File: config.mk
export PLATFORM = sky130hd
export DESIGN_NAME = regfile_write_arbiter
export DESIGN_NICKNAME = d
export VERILOG_FILES = /design/src/rtl/regfile_write_arbiter.sv
export SDC_FILE = /design/constraint.sdc
export NUM_CORES = 1
export LEC_CHECK = 0
export CAP_MARGIN = 20
export CORE_UTILIZATION = 24
export CTS_CLUSTER_DIAMETER = 60
export DETAILED_ROUTE_END_ITERATION = 8
export GPL_ROUTABILITY_DRIVEN = 0
export HOLD_SLACK_MARGIN = 0.12
export PLACE_DENSITY_LB_ADDON = 0.2
export SLEW_MARGIN = 20
export SYNTH_ARGS = -nofsm -noshare
export SYNTH_HDL_FRONTEND = slang
export SYNTH_SLANG_ARGS = --single-unit
File: constraint.sdc
create_clock -name clk -period 2.7 [get_ports clk]
set_input_delay 0.27 -clock clk [delete_from_list [all_inputs] [get_ports clk]]
set_output_delay 0.27 -clock clk [all_outputs]
set_load 0.005 [all_outputs]
File: src/rtl/regfile_write_arbiter.sv
// Single write-port arbiter for the 32x32 register file: fixed priority to port A
// with starvation relief for port B. Define REGFILE_WARB_INIT_EN for the x1..x31 clear after reset.
module regfile_write_arbiter #(
  parameter int unsigned ADDR_W       = 5,
  parameter int unsigned DATA_W       = 32,
  parameter int unsigned NUM_REGS     = 32,
  parameter int unsigned STARVE_LIMIT = 4
) (
  input  logic              clk,
  input  logic              rst,
  input  logic              a_valid,
  output logic              a_ready,
  input  logic [ADDR_W-1:0] a_addr,
  input  logic [DATA_W-1:0] a_data,
  input  logic              b_valid,
  output logic              b_ready,
  input  logic [ADDR_W-1:0] b_addr,
  input  logic [DATA_W-1:0] b_data,
  output logic              rf_regWrite,
  output logic [ADDR_W-1:0] rf_waddress,
  output logic [DATA_W-1:0] rf_wdata,
  output logic              init_done,
  output logic              busy
);

  localparam int unsigned      CNT_W = 4;
  localparam logic [CNT_W-1:0] LIMIT = CNT_W'(STARVE_LIMIT);

  logic [CNT_W-1:0] starve_q, starve_d;
  logic             run_c;
  logic             b_pri_c;

`ifdef REGFILE_WARB_INIT_EN
  typedef enum logic {INIT, RUN} state_e;

  state_e            state_q, state_d;
  logic [ADDR_W-1:0] clr_cnt_q, clr_cnt_d;
  logic              init_done_q, init_done_d;

  always_ff @(posedge clk or posedge rst) begin
    if (rst) begin
      state_q     <= INIT;
      clr_cnt_q   <= ADDR_W'(1);
      init_done_q <= 1'b0;
    end else begin
      state_q     <= state_d;
      clr_cnt_q   <= clr_cnt_d;
      init_done_q <= init_done_d;
    end
  end

  // Walk clr_cnt over x1..x(NUM_REGS-1), then hand the port to the requesters.
  always_comb begin
    state_d     = state_q;
    clr_cnt_d   = clr_cnt_q;
    init_done_d = init_done_q;
    case (state_q)
      INIT: begin
        if (clr_cnt_q == ADDR_W'(NUM_REGS - 1)) begin
          state_d     = RUN;
          init_done_d = 1'b1;
        end else begin
          clr_cnt_d = clr_cnt_q + ADDR_W'(1);
        end
      end
      RUN:     state_d = RUN;
      default: state_d = INIT;
    endcase
  end

  assign run_c     = !rst && (state_q == RUN);
  assign init_done = init_done_q;
`else
  assign run_c     = !rst;
  assign init_done = !rst;
`endif

  always_ff @(posedge clk or posedge rst) begin
    if (rst) starve_q <= '0;
    else     starve_q <= starve_d;
  end

  // Grant, write-port mux and starvation tracking; the register file captures on the handshake edge.
  always_comb begin
    a_ready     = 1'b0;
    b_ready     = 1'b0;
    rf_regWrite = 1'b0;
    rf_waddress = '0;
    rf_wdata    = '0;
    starve_d    = starve_q;
    b_pri_c     = (starve_q == LIMIT);
    if (run_c) begin
      a_ready = a_valid && !(b_pri_c && b_valid);
      b_ready = b_valid && (!a_valid || b_pri_c);
      if (a_ready) begin
        rf_regWrite = (a_addr != '0);
        rf_waddress = a_addr;
        rf_wdata    = a_data;
      end else if (b_ready) begin
        rf_regWrite = (b_addr != '0);
        rf_waddress = b_addr;
        rf_wdata    = b_data;
      end
      if (b_valid && !b_ready) starve_d = b_pri_c ? starve_q : starve_q + CNT_W'(1);
      else                     starve_d = '0;
    end
`ifdef REGFILE_WARB_INIT_EN
    else if (!rst && (state_q == INIT)) begin
      rf_regWrite = 1'b1;
      rf_waddress = clr_cnt_q;
    end
`endif
  end

  assign busy = rf_regWrite;

endmodule

==> reports/metrics.csv <==
metric,value,unit
cts_tree,built,
num_vias,1141,
r2r_end,starve_q[0],
grt_max_degree,38,
insertion_delay,230,ps
final_cell_mix,"clkdlybuf4s50_1, a22o_1, a22o_2",
powerDensity,212,nW/um^2
cap_violations,0,
synth_cells,80,
wl_per_cell,16.8,microns
fill_cells,247,
period_needed,2580,ps
top_register,starve_q,
drive_above_1_share,9.18,%
startpoint,starve_q[0],
status,finished with violations,
drt_first_iter_violations,56,
coreArea,2850,sq um
timing.rr.start,starve_q[0],
post_synth.cell_area_avg,9.31,sq um
required,2430,ps
syn_to_final_growth,156,%
ys_seq_area_share,13.4,%
port_buffers,119,
endpoint,rf_wdata[6],
dieArea,3330,sq um
first_pass_iters,7,
h-tree-depth,1,
drc,10,
crit_arrival,2310,ps
setup_violations,0,
p_leak,0.758,nW
holdWs,453,ps
reg2regPathDepth,6,
synthesis.area,744,sq um
final_common_cell,clkdlybuf4s50_1,
pin_count,120,
grt_usage,20.6,%
ant_nets,0,
die_h,57.7,microns
slew_headroom,82.9,%
worstPathMaxFanout,19,
dpl_cell_area,1870,sq um
seqCellArea,100,sq um
clock-sinks,4,
hold_violations,0,
largest_register_ff_count,4,
fp.dieW,57.7,microns
dp.final_hpwl,3040,microns
violations,DRC,
antenna_found_initial,0,
fin_nets,278,
ys_ff_latch,4,
worstSetupPathType,reg2out,
clockBufferDepth,2,
synthDistinctLibCells,30,
finClkSkew,1.83,ps
synth.net_count,160,
multi_input_area,526,sq um
root_buffer,clkbuf_4,
grt-ovfl-total,0,
grt_pass1_wl,5280,microns
clk_pin_slew,30,ps
max_freq,388,MHz
cp-end-kind,primary output,
reg_top3,starve_q x4,
final_cell_area,1900,sq um
startpoint_type,flop,
vdd_ir_drop_max,0.200,mV
start_util,26.1,%
numCtsBuffers,3,
num_antenna_cells,0,
reg2reg_slack,1230,ps
final_max_slew_viol_count,0,
finalCritPeriodShare,95.6,%
route.final.wire_length,3820,microns
row_count,19,
worstMarginPinSlew,252,ps
hp-class,in2async,
vias_per_cell,5.03,
grt_pass1_vias,1029,
yosys_warnings,0,
[power by group]
group | switching [W] | internal, W | leakage, nW | total (W)
Sequential | 0.00000199 | 0.0000626 | 0.0549 | 0.0000645
Combinational | 0.0000754 | 0.000193 | 0.689 | 0.000268
Clock | 0.0000215 | 0.0000495 | 0.0138 | 0.0000709
Total | 0.0000988 | 0.000305 | 0.758 | 0.000404
[routing by layer]
metal  track usage [%]  routed length (microns)  part of all wire, %  vias to the layer above
li1                  -                        -                    -                      564
met1              22.9                     1470                   39                      522
met2              39.5                     2010                   53                       51
met3              3.35                      313                  8.2                        4
met4              6.80                       26                 0.68                        0
met5                 0                        0                    0                        -
[cells by family (layout without fill, tap and decap cells)]
| family | count (synthesis) | count (layout) | synth area share [%] |
|---|---|---|---|
| DFF | 4 | 4 | 13.4 |
| adders and majority gates | 2 | 2 | 3.36 |
| buffers and inverters | 12 | 127 | 17.1 |
| and+or+nand+nor | 15 | 16 | 12.9 |
| AOI/OAI and AO/OA | 47 | 47 | 53.1 |
[worst min path at each step]
stage / start / to / slack (ps) / depth (start not counted)
2_1_floorplan: rst / starve_q[0] / 50 / 1
3_3_place_gp: starve_q[3] / starve_q[3] / 520 / 1
3_5_place_dp: starve_q[3] / starve_q[3] / 540 / 1
4_1_cts: rst / starve_q[2] / 430 / 2
5_1_grt: rst / starve_q[3] / 490 / 2
6_report: rst / starve_q[2] / 450 / 2
[per-stage QoR]
step	instances	worst slack [ps]	util [%]	setup TNS (ps)	power [W]
after CTS	226	28.6	66.4	0	0.000408
final	227	120	66.8	0	0.000404
after global routing	227	-6.17	66.8	-12.0	0.000428
after global placement	223	322	65.7	0	0.000326
after floorplan	80	996	-	0	0.000146
after detailed placement	223	229	65.7	0	0.000331
[cells in the mapped netlist]
master / count / area [sq um]
a22o_2: 7 / 70.1
nor2_1: 1 / 3.75
nand3_1: 2 / 10.0
o21ai_0: 3 / 15.0
a22o_1: 29 / 254
ha_1: 2 / 25.0
or4_1: 2 / 15.0
a21oi_1: 2 / 10.0
dfrtp_1: 4 / 100
a21o_1: 1 / 7.51
o21ai_1: 1 / 5.00
buf_4: 2 / 15.0
buf_12: 4 / 80.1
a21boi_2: 1 / 11.3
buf_2: 2 / 10.0
buf_6: 1 / 11.3
and2_4: 1 / 8.76
and3_1: 1 / 6.26
or3_2: 1 / 7.51
nand4b_1: 1 / 8.76
inv_2: 1 / 3.75
nand2_1: 2 / 7.51
a22oi_1: 1 / 7.51
or3_1: 1 / 6.26
a21o_2: 1 / 8.76
nor4b_1: 1 / 8.76
o22ai_1: 1 / 6.26
nand3b_1: 1 / 7.51
and2_1: 1 / 6.26
inv_1: 2 / 7.51
[cell type report]
| type | count | area share [%] |
|---|---|---|
| flip-flops and latches | 4 | 5.26 |
| repair buffers | 121 | 63.3 |
| inverters | 3 | 0.591 |
| multi-input cells | 65 | 27.6 |
| clock buffers | 3 | 1.18 |
| well taps | 31 | 2.04 |
[critical path: stages, from the launching register on]
cell	delay (ps)
dfrtp_1	390
inv_1	90
ha_1	190
nand3b_1	130
a21boi_2	260
and2_4	330
a22o_1	180
clkdlybuf4s50_1	510
[what timing repair did]
item	CTS	global route
hold buffers	0	0
endpoints found under the setup margin	0	36
buffers inserted	0	0
gates resized for setup	0	1
Note: power is estimated with default switching activity, not from simulation.
